## config.mk

```make
export PLATFORM = sky130hd
export DESIGN_NAME = rom_uart_dump
export DESIGN_NICKNAME = d
export VERILOG_FILES = /design/src/rtl/rom_uart_dump_pkg.sv /design/src/rtl/rom_uart_dump_tx_byte.sv /design/src/rtl/rom_uart_dump.sv
export SDC_FILE = /design/constraint.sdc
export NUM_CORES = 1
export LEC_CHECK = 0
export BUFFER_PORTS_ARGS = -buffer_cell sky130_fd_sc_hd__buf_2
export CORE_UTILIZATION = 59
export CTS_CLUSTER_DIAMETER = 100
export DETAILED_ROUTE_END_ITERATION = 8
export GPL_TIMING_DRIVEN = 1
export PLACE_DENSITY = 0.85
export SLEW_MARGIN = 20
export SYNTH_ARGS = -nofsm -noshare
export SYNTH_HDL_FRONTEND = slang
export SYNTH_SLANG_ARGS = --single-unit
```

## constraint.sdc

```tcl
create_clock -name clkIn -period 2.98 [get_ports clkIn]
set_clock_uncertainty 0.2 [all_clocks]
set_input_delay 0.447 -clock clkIn [delete_from_list [all_inputs] [get_ports clkIn]]
set_output_delay 0.447 -clock clkIn [all_outputs]
set_load 0.03 [all_outputs]
```

## src/rtl/rom_uart_dump_pkg.sv

```systemverilog
// Shared constants, state encodings and helpers for the ROM UART dump path.
// Frame constants live here so the dump and the loader receiver agree.
package rom_uart_dump_pkg;

    localparam int DEFAULT_CLKS_PER_BIT = 434;
    localparam int DATA_BITS            = 8;
    localparam int BYTES_PER_WORD       = 4;

    localparam logic START_LEVEL = 1'b0;
    localparam logic STOP_LEVEL  = 1'b1;
    localparam logic IDLE_LEVEL  = 1'b1;

    typedef enum logic [2:0] {
        D_IDLE,
        D_FETCH,
        D_LOAD,
        D_SEND,
        D_FIN
    } dump_state_t;

    typedef enum logic [1:0] {
        T_IDLE,
        T_START,
        T_DATA,
        T_STOP
    } tx_state_t;

    // Little-endian byte lane select
    function automatic logic [7:0] byte_sel(
        input logic [31:0] word,
        input logic [1:0]  idx
    );
        logic [7:0] b;
        case (idx)
            2'd0:    b = word[7:0];
            2'd1:    b = word[15:8];
            2'd2:    b = word[23:16];
            default: b = word[31:24];
        endcase
        return b;
    endfunction

endpackage

```

## src/rtl/rom_uart_dump_tx_byte.sv

```systemverilog
// 8N1 byte serializer with a valid/ready handshake.
// ready rises in the last stop-bit cycle so bytes can run back-to-back.
module rom_uart_dump_tx_byte
    import rom_uart_dump_pkg::*;
#(
    parameter int CLKS_PER_BIT = DEFAULT_CLKS_PER_BIT
) (
    input  logic       clk,
    input  logic       rst_n,
    input  logic       valid,
    input  logic [7:0] data,
    output logic       ready,
    output logic       line
);

    localparam int TW = (CLKS_PER_BIT > 1) ? $clog2(CLKS_PER_BIT) : 1;

    tx_state_t     state;
    tx_state_t     state_next;
    logic [TW-1:0] timer;
    logic [2:0]    bit_idx;
    logic [7:0]    shreg;
    logic          bit_end;
    logic          last_bit;
    logic          take;

    assign bit_end  = (timer == TW'(CLKS_PER_BIT - 1));
    assign last_bit = (bit_idx == 3'(DATA_BITS - 1));
    assign take     = valid && ready;

    // State register
    always_ff @(posedge clk) begin
        if (!rst_n) state <= T_IDLE;
        else        state <= state_next;
    end

    // Next-state: start, eight data bits, stop, then reload or idle
    always_comb begin
        state_next = state;
        unique case (state)
            T_IDLE:  if (valid) state_next = T_START;
            T_START: if (bit_end) state_next = T_DATA;
            T_DATA:  if (bit_end && last_bit) state_next = T_STOP;
            T_STOP:  if (bit_end) state_next = valid ? T_START : T_IDLE;
            default: state_next = T_IDLE;
        endcase
    end

    // Handshake output: free when idle or finishing the stop bit
    always_comb begin
        ready = (state == T_IDLE) || (state == T_STOP && bit_end);
    end

    // Bit timer, shift register and registered line level
    always_ff @(posedge clk) begin
        if (!rst_n) begin
            timer   <= '0;
            bit_idx <= '0;
            shreg   <= '0;
            line    <= IDLE_LEVEL;
        end else begin
            if (state == T_IDLE || bit_end) timer <= '0;
            else                            timer <= timer + 1'b1;

            if (take) begin
                shreg   <= data;
                bit_idx <= '0;
                line    <= START_LEVEL;
            end else if (bit_end) begin
                unique case (state)
                    T_START: line <= shreg[0];
                    T_DATA: begin
                        if (last_bit) begin
                            line <= STOP_LEVEL;
                        end else begin
                            line    <= shreg[1];
                            shreg   <= shreg >> 1;
                            bit_idx <= bit_idx + 3'd1;
                        end
                    end
                    default: line <= IDLE_LEVEL;
                endcase
            end
        end
    end

endmodule

```

## src/rtl/rom_uart_dump.sv

```systemverilog
// ROM readback over UART: fetches WORD_COUNT words and sends each
// little-endian as four back-to-back 8N1 frames, then pulses done.
module rom_uart_dump
    import rom_uart_dump_pkg::*;
#(
    parameter int CLKS_PER_BIT = DEFAULT_CLKS_PER_BIT,
    parameter int WORD_COUNT   = 64,
    parameter int AW           = 6
) (
    input  logic        clkIn,
    input  logic        rst_n,
    input  logic        start,
    output logic [31:0] rom_addr,
    input  logic [31:0] rom_data,
    output logic        busy,
    output logic        done,
    output logic        uart_tx
);

    dump_state_t   state;
    dump_state_t   state_next;
    logic [AW-1:0] word_idx;
    logic [1:0]    byte_idx;
    logic [31:0]   shift_word;
    logic          tx_valid;
    logic          tx_ready;
    logic [7:0]    tx_data;
    logic          last_byte;
    logic          last_word;

    assign last_byte = (byte_idx == 2'(BYTES_PER_WORD - 1));
    assign last_word = (word_idx == AW'(WORD_COUNT - 1));
    assign rom_addr  = 32'(word_idx);

    rom_uart_dump_tx_byte #(
        .CLKS_PER_BIT(CLKS_PER_BIT)
    ) u_tx (
        .clk  (clkIn),
        .rst_n(rst_n),
        .valid(tx_valid),
        .data (tx_data),
        .ready(tx_ready),
        .line (uart_tx)
    );

    // State register
    always_ff @(posedge clkIn) begin
        if (!rst_n) state <= D_IDLE;
        else        state <= state_next;
    end

    // Next-state: fetch/load per word, send four bytes, finish after last word
    always_comb begin
        state_next = state;
        unique case (state)
            D_IDLE:  if (start) state_next = D_FETCH;
            D_FETCH: state_next = D_LOAD;
            D_LOAD:  state_next = D_SEND;
            D_SEND: begin
                if (tx_ready && last_byte)
                    state_next = last_word ? D_FIN : D_FETCH;
            end
            D_FIN:   state_next = D_IDLE;
            default: state_next = D_IDLE;
        endcase
    end

    // Outputs: byte 0 comes straight from ROM in LOAD, later bytes from shift_word
    always_comb begin
        tx_valid = 1'b0;
        tx_data  = byte_sel(shift_word, byte_idx + 2'd1);
        busy     = 1'b0;
        done     = 1'b0;
        unique case (state)
            D_FETCH: busy = 1'b1;
            D_LOAD: begin
                busy     = 1'b1;
                tx_valid = 1'b1;
                tx_data  = rom_data[7:0];
            end
            D_SEND: begin
                busy     = 1'b1;
                tx_valid = tx_ready && !last_byte;
            end
            D_FIN:   done = 1'b1;
            default: ;
        endcase
    end

    // Word/byte counters and captured ROM word
    always_ff @(posedge clkIn) begin
        if (!rst_n) begin
            word_idx   <= '0;
            byte_idx   <= '0;
            shift_word <= '0;
        end else begin
            unique case (state)
                D_IDLE: if (start) word_idx <= '0;
                D_LOAD: begin
                    shift_word <= rom_data;
                    byte_idx   <= '0;
                end
                D_SEND: begin
                    if (tx_ready) begin
                        if (!last_byte)
                            byte_idx <= byte_idx + 2'd1;
                        else if (!last_word)
                            word_idx <= word_idx + 1'b1;
                    end
                end
                default: ;
            endcase
        end
    end

endmodule
```

# Yosys cells after proc, flatten, opt, wreduce, memory -nomap -nowiden

Index checks and enable logic that the tools add are counted.

$add $sub $neg: 4
Eq/ne operators: 24
Multiplexer cells: 31
Bitwise gates (word level): 2
Reductions and logical operators: 24

Operators by type and width:

| operator                                            | number |
|---|---|
| two-way mux 8 bit                                   | 5 |
| two-way mux 6 bit                                   | 4 |
| one-hot mux 8 bit (3 select lines)                  | 1 |
| != test 2 bit, second input constant                | 7 |
| two-way mux 2 bit                                   | 6 |
| one-hot mux 3 bit (4 select lines)                  | 1 |
| one-hot mux 6 bit (2 select lines)                  | 1 |
| adder 9 x 1 -> 9 bit, second input constant         | 1 |
| equality test 9 bit, second input constant          | 1 |
| two-way mux 3 bit                                   | 3 |
| AND reduction 3 bit                                 | 3 |
| equality test 2 bit, second input constant          | 4 |
| != test 2 x 1 -> 1 bit, second input constant       | 4 |
| one-hot mux 2 bit (4 select lines)                  | 1 |
| nonzero test 2 bit                                  | 4 |
| adder 6 x 1 -> 6 bit, second input constant         | 1 |
| equality test 3 x 2 -> 1 bit, second input constant | 2 |
| equality test 3 bit, second input constant          | 2 |
| equality test 6 bit, second input constant          | 1 |
| two-way mux 1 bit                                   | 6 |
| logical AND 1 bit                                   | 5 |
| AND reduction 5 bit                                 | 1 |
| equality test 2 x 1 -> 1 bit, second input constant | 2 |
| zero test 2 bit                                     | 2 |
| other kinds (13)                                    | 17 |

Flip-flop bits (word level): 66
Output and inout port bits: 35
Word-level logic and storage cells: 94

# Logic depth before layout (Yosys ltp)

Word-level depth: 8
Depth in mapped cells: 7
Gate-level depth less buffers: 6

# Hierarchy

From an unflattened synthesis, not the netlist that was laid out.

Cell total of the unflattened synthesis: 399
Area, all modules: 3,409.5 µm²

Modules (own cells, without submodules):

| module                | times used | cells each | area each (µm²) | sequential area each (µm²) |
|---|---|---|---|---|
| rom_uart_dump         | 1          | 276        | 2,227.1         | 860.8 |
| rom_uart_dump_tx_byte | 1          | 123        | 1,182.4         | 460.4 |

# Least setup slack after synthesis

Ideal clock, no wire load.

Path kind: register -> register
Start: reg u_tx.timer[1]
End: reg word_idx[2]
Library setup time: 0.079 ns
Arrival: 1.593 ns
Path slack: 1.108 ns
Cell stages (with the launch flop): 8
Path buffers: 1
Clock period less this slack: 1.872 ns
Path through: dfxtp_1 -> inv_1 -> ha_1 -> and4b_4 -> a311o_1 -> and3_1 -> buf_6 -> o221ai_2

Longest elaborated chain between the ends: 5

RTL lines:

| what                          | line                        | source |
|---|---|---|
| start, declared               | rom_uart_dump_tx_byte.sv:20 | `logic [TW-1:0] timer;` |
| start signal, assigned        | rom_uart_dump_tx_byte.sv:63 | `else timer <= timer + 1'b1;` |
| equality test 9 bit           | rom_uart_dump_tx_byte.sv:27 | `assign bit_end = (timer == TW'(CLKS_PER_BIT - 1));` |
| logical AND 1 bit             | rom_uart_dump_tx_byte.sv:51 | `ready = (state == T_IDLE) \|\| (state == T_STOP && bit_end);` |
| logical OR 1 bit              | rom_uart_dump_tx_byte.sv:51 |  |
| != test 2 bit (no line)       | n/a                         |  |
| AND reduction 5 bit (no line) | n/a                         |  |
| end signal, assigned          | rom_uart_dump.sv:108        | `word_idx <= word_idx + 1'b1;` |
| end, declared                 | rom_uart_dump.sv:22         | `logic [AW-1:0] word_idx;` |

Every way passes these cells.
A chain may end at the register's enable or synchronous reset.

# Worst setup path in the final report

Start: reg u_tx.timer[1]
End: reg u_tx.shreg[6]

Longest elaborated chain between the ends: 8

RTL lines:

| what                                                                 | line                        | source |
|---|---|---|
| equality test 9 bit *                                                | rom_uart_dump_tx_byte.sv:27 |  |
| logical AND 1 bit                                                    | rom_uart_dump_tx_byte.sv:51 |  |
| logical OR 1 bit                                                     | rom_uart_dump_tx_byte.sv:51 |  |
| logical AND 1 bit                                                    | rom_uart_dump.sv:83         | `tx_valid = tx_ready && !last_byte;` |
| one-hot mux 1 bit (2 select lines)                                   | rom_uart_dump.sv:74         | `unique case (state)` |
| logical AND 1 bit                                                    | rom_uart_dump_tx_byte.sv:29 | `assign take = valid && ready;` |
| != test 2 bit (no line) / nonzero test 2 bit (equally long branches) | n/a                         |  |
| AND reduction 3 bit (no line)                                        | n/a                         |  |
| end signal, assigned                                                 | rom_uart_dump_tx_byte.sv:66 | `shreg <= data;` |
| end signal, assigned                                                 | rom_uart_dump_tx_byte.sv:77 | `shreg <= shreg >> 1;` |
| end, declared                                                        | rom_uart_dump_tx_byte.sv:22 | `logic [7:0] shreg;` |

Every way passes the cells marked *; elsewhere a longest branch is shown, timed or not.

==> metrics <==
status finished, final reports clean; worst setup margin 0.627 ns; Final Cell Area 3760 µm²; RR Endpoint u_tx.shreg[6]; cell area after placement 3580 µm²; worst setup path end u_tx.shreg[6]; DR vias 2956; HP Class primary input to flop; Yosys top cell area share 0.382; cell count after synthesis 407; reg2reg path depth 6; worst setup path category flop to flop; floorplan row count 27; H-tree lvl count 3; relative slew slack 0.392; Die Span X 78.6 µm; dpl hpwl 5.23 mm; core area 5570 µm²; Tcrit/Tclk final 0.790; share of post-route cells with drive strength above 1 0.170; Yosys top cell by area dfxtp_1; max cap viols 0; drt wl/cell 14.1 µm; clock tree buffer depth 2; Leak Pwr 1.45 nW; Global Route Usage Sum 0.255; CTS tree yes; CP Max Fanout 12; Num CTS Buffers 9; DRC marker count from the first detailed-route iteration 199; boundary pin count 70; RSZ-0062 raised after global routing no; Pre-Repair DR Iteration Count 6; Slew @ Worst Pin 0.908 ns; slowest stage cell on the critical path a31oi_1; I/O Buffers 43; Setup TNS 0 ns; initial antenna violation count 0; remaining antenna violation count 0; die area 6180 µm²; Worst Setup SP u_tx.timer[1]; RR Startpoint u_tx.timer[1]; largest net degree at the start of global routing 44; Initial Util 0.621; nets@finish 490; Die Y 78.6 µm; Yosys reg bits 66; VDD IR max 0.420 mV; CP required 2.99 ns; routability congestion estimate 0.810; Sink Count 66; Layout area overhead 8.79%; pwr dens 662 nW/µm²; sequential share of the synthesized area 0.382; Overflow after GRT 0; Achievable Freq 425 MHz; YS warnings 0; Max Slew Vio Count 0; Place WS 0.597 ns; Synth area leaders dfxtp_1, nand2_1, buf_4; filler cell count in the final layout 477; r2r setup slk 0.63 ns; Hold Buf Count CTS 0; CTS clk-pin slew, worst paths 0.07 ns; final WL 7.29 mm; Resized Gates After CTS 0; Tmin final 2.35 ns; Root Driver clkbuf_8; worst skew pair latency 0.34 ns; DRC viols 0; EDFF count, synth 0; syn avg cell area 8.50 µm²; antenna diode count 0; top_reg_cell synth dfxtp_1; Final Hold Viols 0; critical path, cell by cell inv_1 -> ha_1 -> and4b_4 -> a31oi_1 -> nand2b_1 -> a211oi_1; CP max stage delay 0.69 ns; vias in the first global route 2784; endpoints failing setup 0; netlist area before placement 3460 µm²; CP arrival 2.36 ns; Setup Buffers After CTS 0; Cell variety after synth 54; vias per cell 5.71; commonest non-fill, non-tap cells in the layout nand2_1, dfxtp_1, buf_2, a21oi_1, conb_1; first-pass GRT wire length 12.2 mm; Worst setup SP type flop; most common cell after layout, fill and taps aside nand2_1; Post-synth ARST share 0; CP Capture Type flop
synth_stat cells, drive strengths merged (3+ instances only):
cell type / number
nand2: 83
a21oi: 35
xor2: 3
and3: 4
nor3: 4
dfxtp: 66
nand3b: 3
nand2b: 4
mux2i: 13
nand3: 10
o21ai: 7
a211oi: 15
a2111oi: 7
xnor2: 6
nor2b: 9
o221ai: 3
or4: 4
buf: 38
and2: 3
a222oi: 8
nor2: 18
inv: 8
clkbuf: 12
ha: 14
nand4b: 3
flip-flops by register name, indices dropped and copies added (netlist names):
name	count
u_tx.line	1
u_tx.shreg	8
shift_word	32
u_tx.state	2
word_idx	6
u_tx.timer	9
u_tx.bit_idx	3
byte_idx	2
state	3
where the power goes:
part	total, mW	switching (mW)	internal (mW)
combinational	0.699	0.452	0.247
clock	0.715	0.335	0.380
sequential	1.08	0.0864	0.993
total	2.49	0.873	1.62
stage by stage:
| stage | power [mW] | utilization | cells | hold slack (ns) |
|---|---|---|---|---|
| 2_1_floorplan | 1.67 | - | 432 | 0.236 |
| 3_3_place_gp | 1.76 | 0.642 | 502 | 0.241 |
| 3_5_place_dp | 1.79 | 0.642 | 502 | 0.250 |
| 4_1_cts | 2.51 | 0.675 | 518 | 0.121 |
| 5_1_grt | 2.65 | 0.675 | 518 | 0.133 |
| 6_report | 2.49 | 0.675 | 518 | 0.135 |
worst min-delay path by stage:
| stage | from | end | slack (ns) | depth (start not counted) |
|---|---|---|---|---|
| finish | rom_data[14] | shift_word[14] | 0.14 | 3 |
| detailed placement | shift_word[23] | shift_word[23] | 0.25 | 2 |
| global route | rom_data[19] | shift_word[19] | 0.13 | 3 |
| CTS | rom_data[19] | shift_word[19] | 0.12 | 3 |
| floorplan | shift_word[10] | shift_word[10] | 0.24 | 2 |
| global placement | shift_word[23] | shift_word[23] | 0.24 | 2 |
layer usage:
metal	GRT usage	vias to the layer above	share of wire
met4	0.120	0	0.024
li1	-	1461	-
met3	0.0663	17	0.051
met1	0.298	1378	0.43
met2	0.432	100	0.50
met5	0	-	0
logic make-up after synthesis:
kind of cell    synth area share
compound gates             0.182
xor+xnor                  0.0228
fa+ha+maj                 0.0506
buf+inv                    0.105
flops                      0.382
mux                       0.0376
other cells              0.00108
simple gates               0.219
critical path, delay by kind of cell, from the launching register on:
kind            cells  cell delay (ns)
compound gates      2             0.82
buf+inv             1             0.05
simple gates        2             0.59
fa+ha+maj           1             0.19
flops               1             0.36
layout make-up:
type	count	area (µm²)	area share
Clock inverter	6	57.6	0.0153
Tap cell	72	90.1	0.0239
Multi-Input combinational cell	307	1880	0.500
Inverter	9	33.8	0.00897
Timing Repair Buffer	48	253	0.0671
Clock buffer	10	128	0.0339
Sequential cell	66	1320	0.351
(Power assumes the default switching activity.)
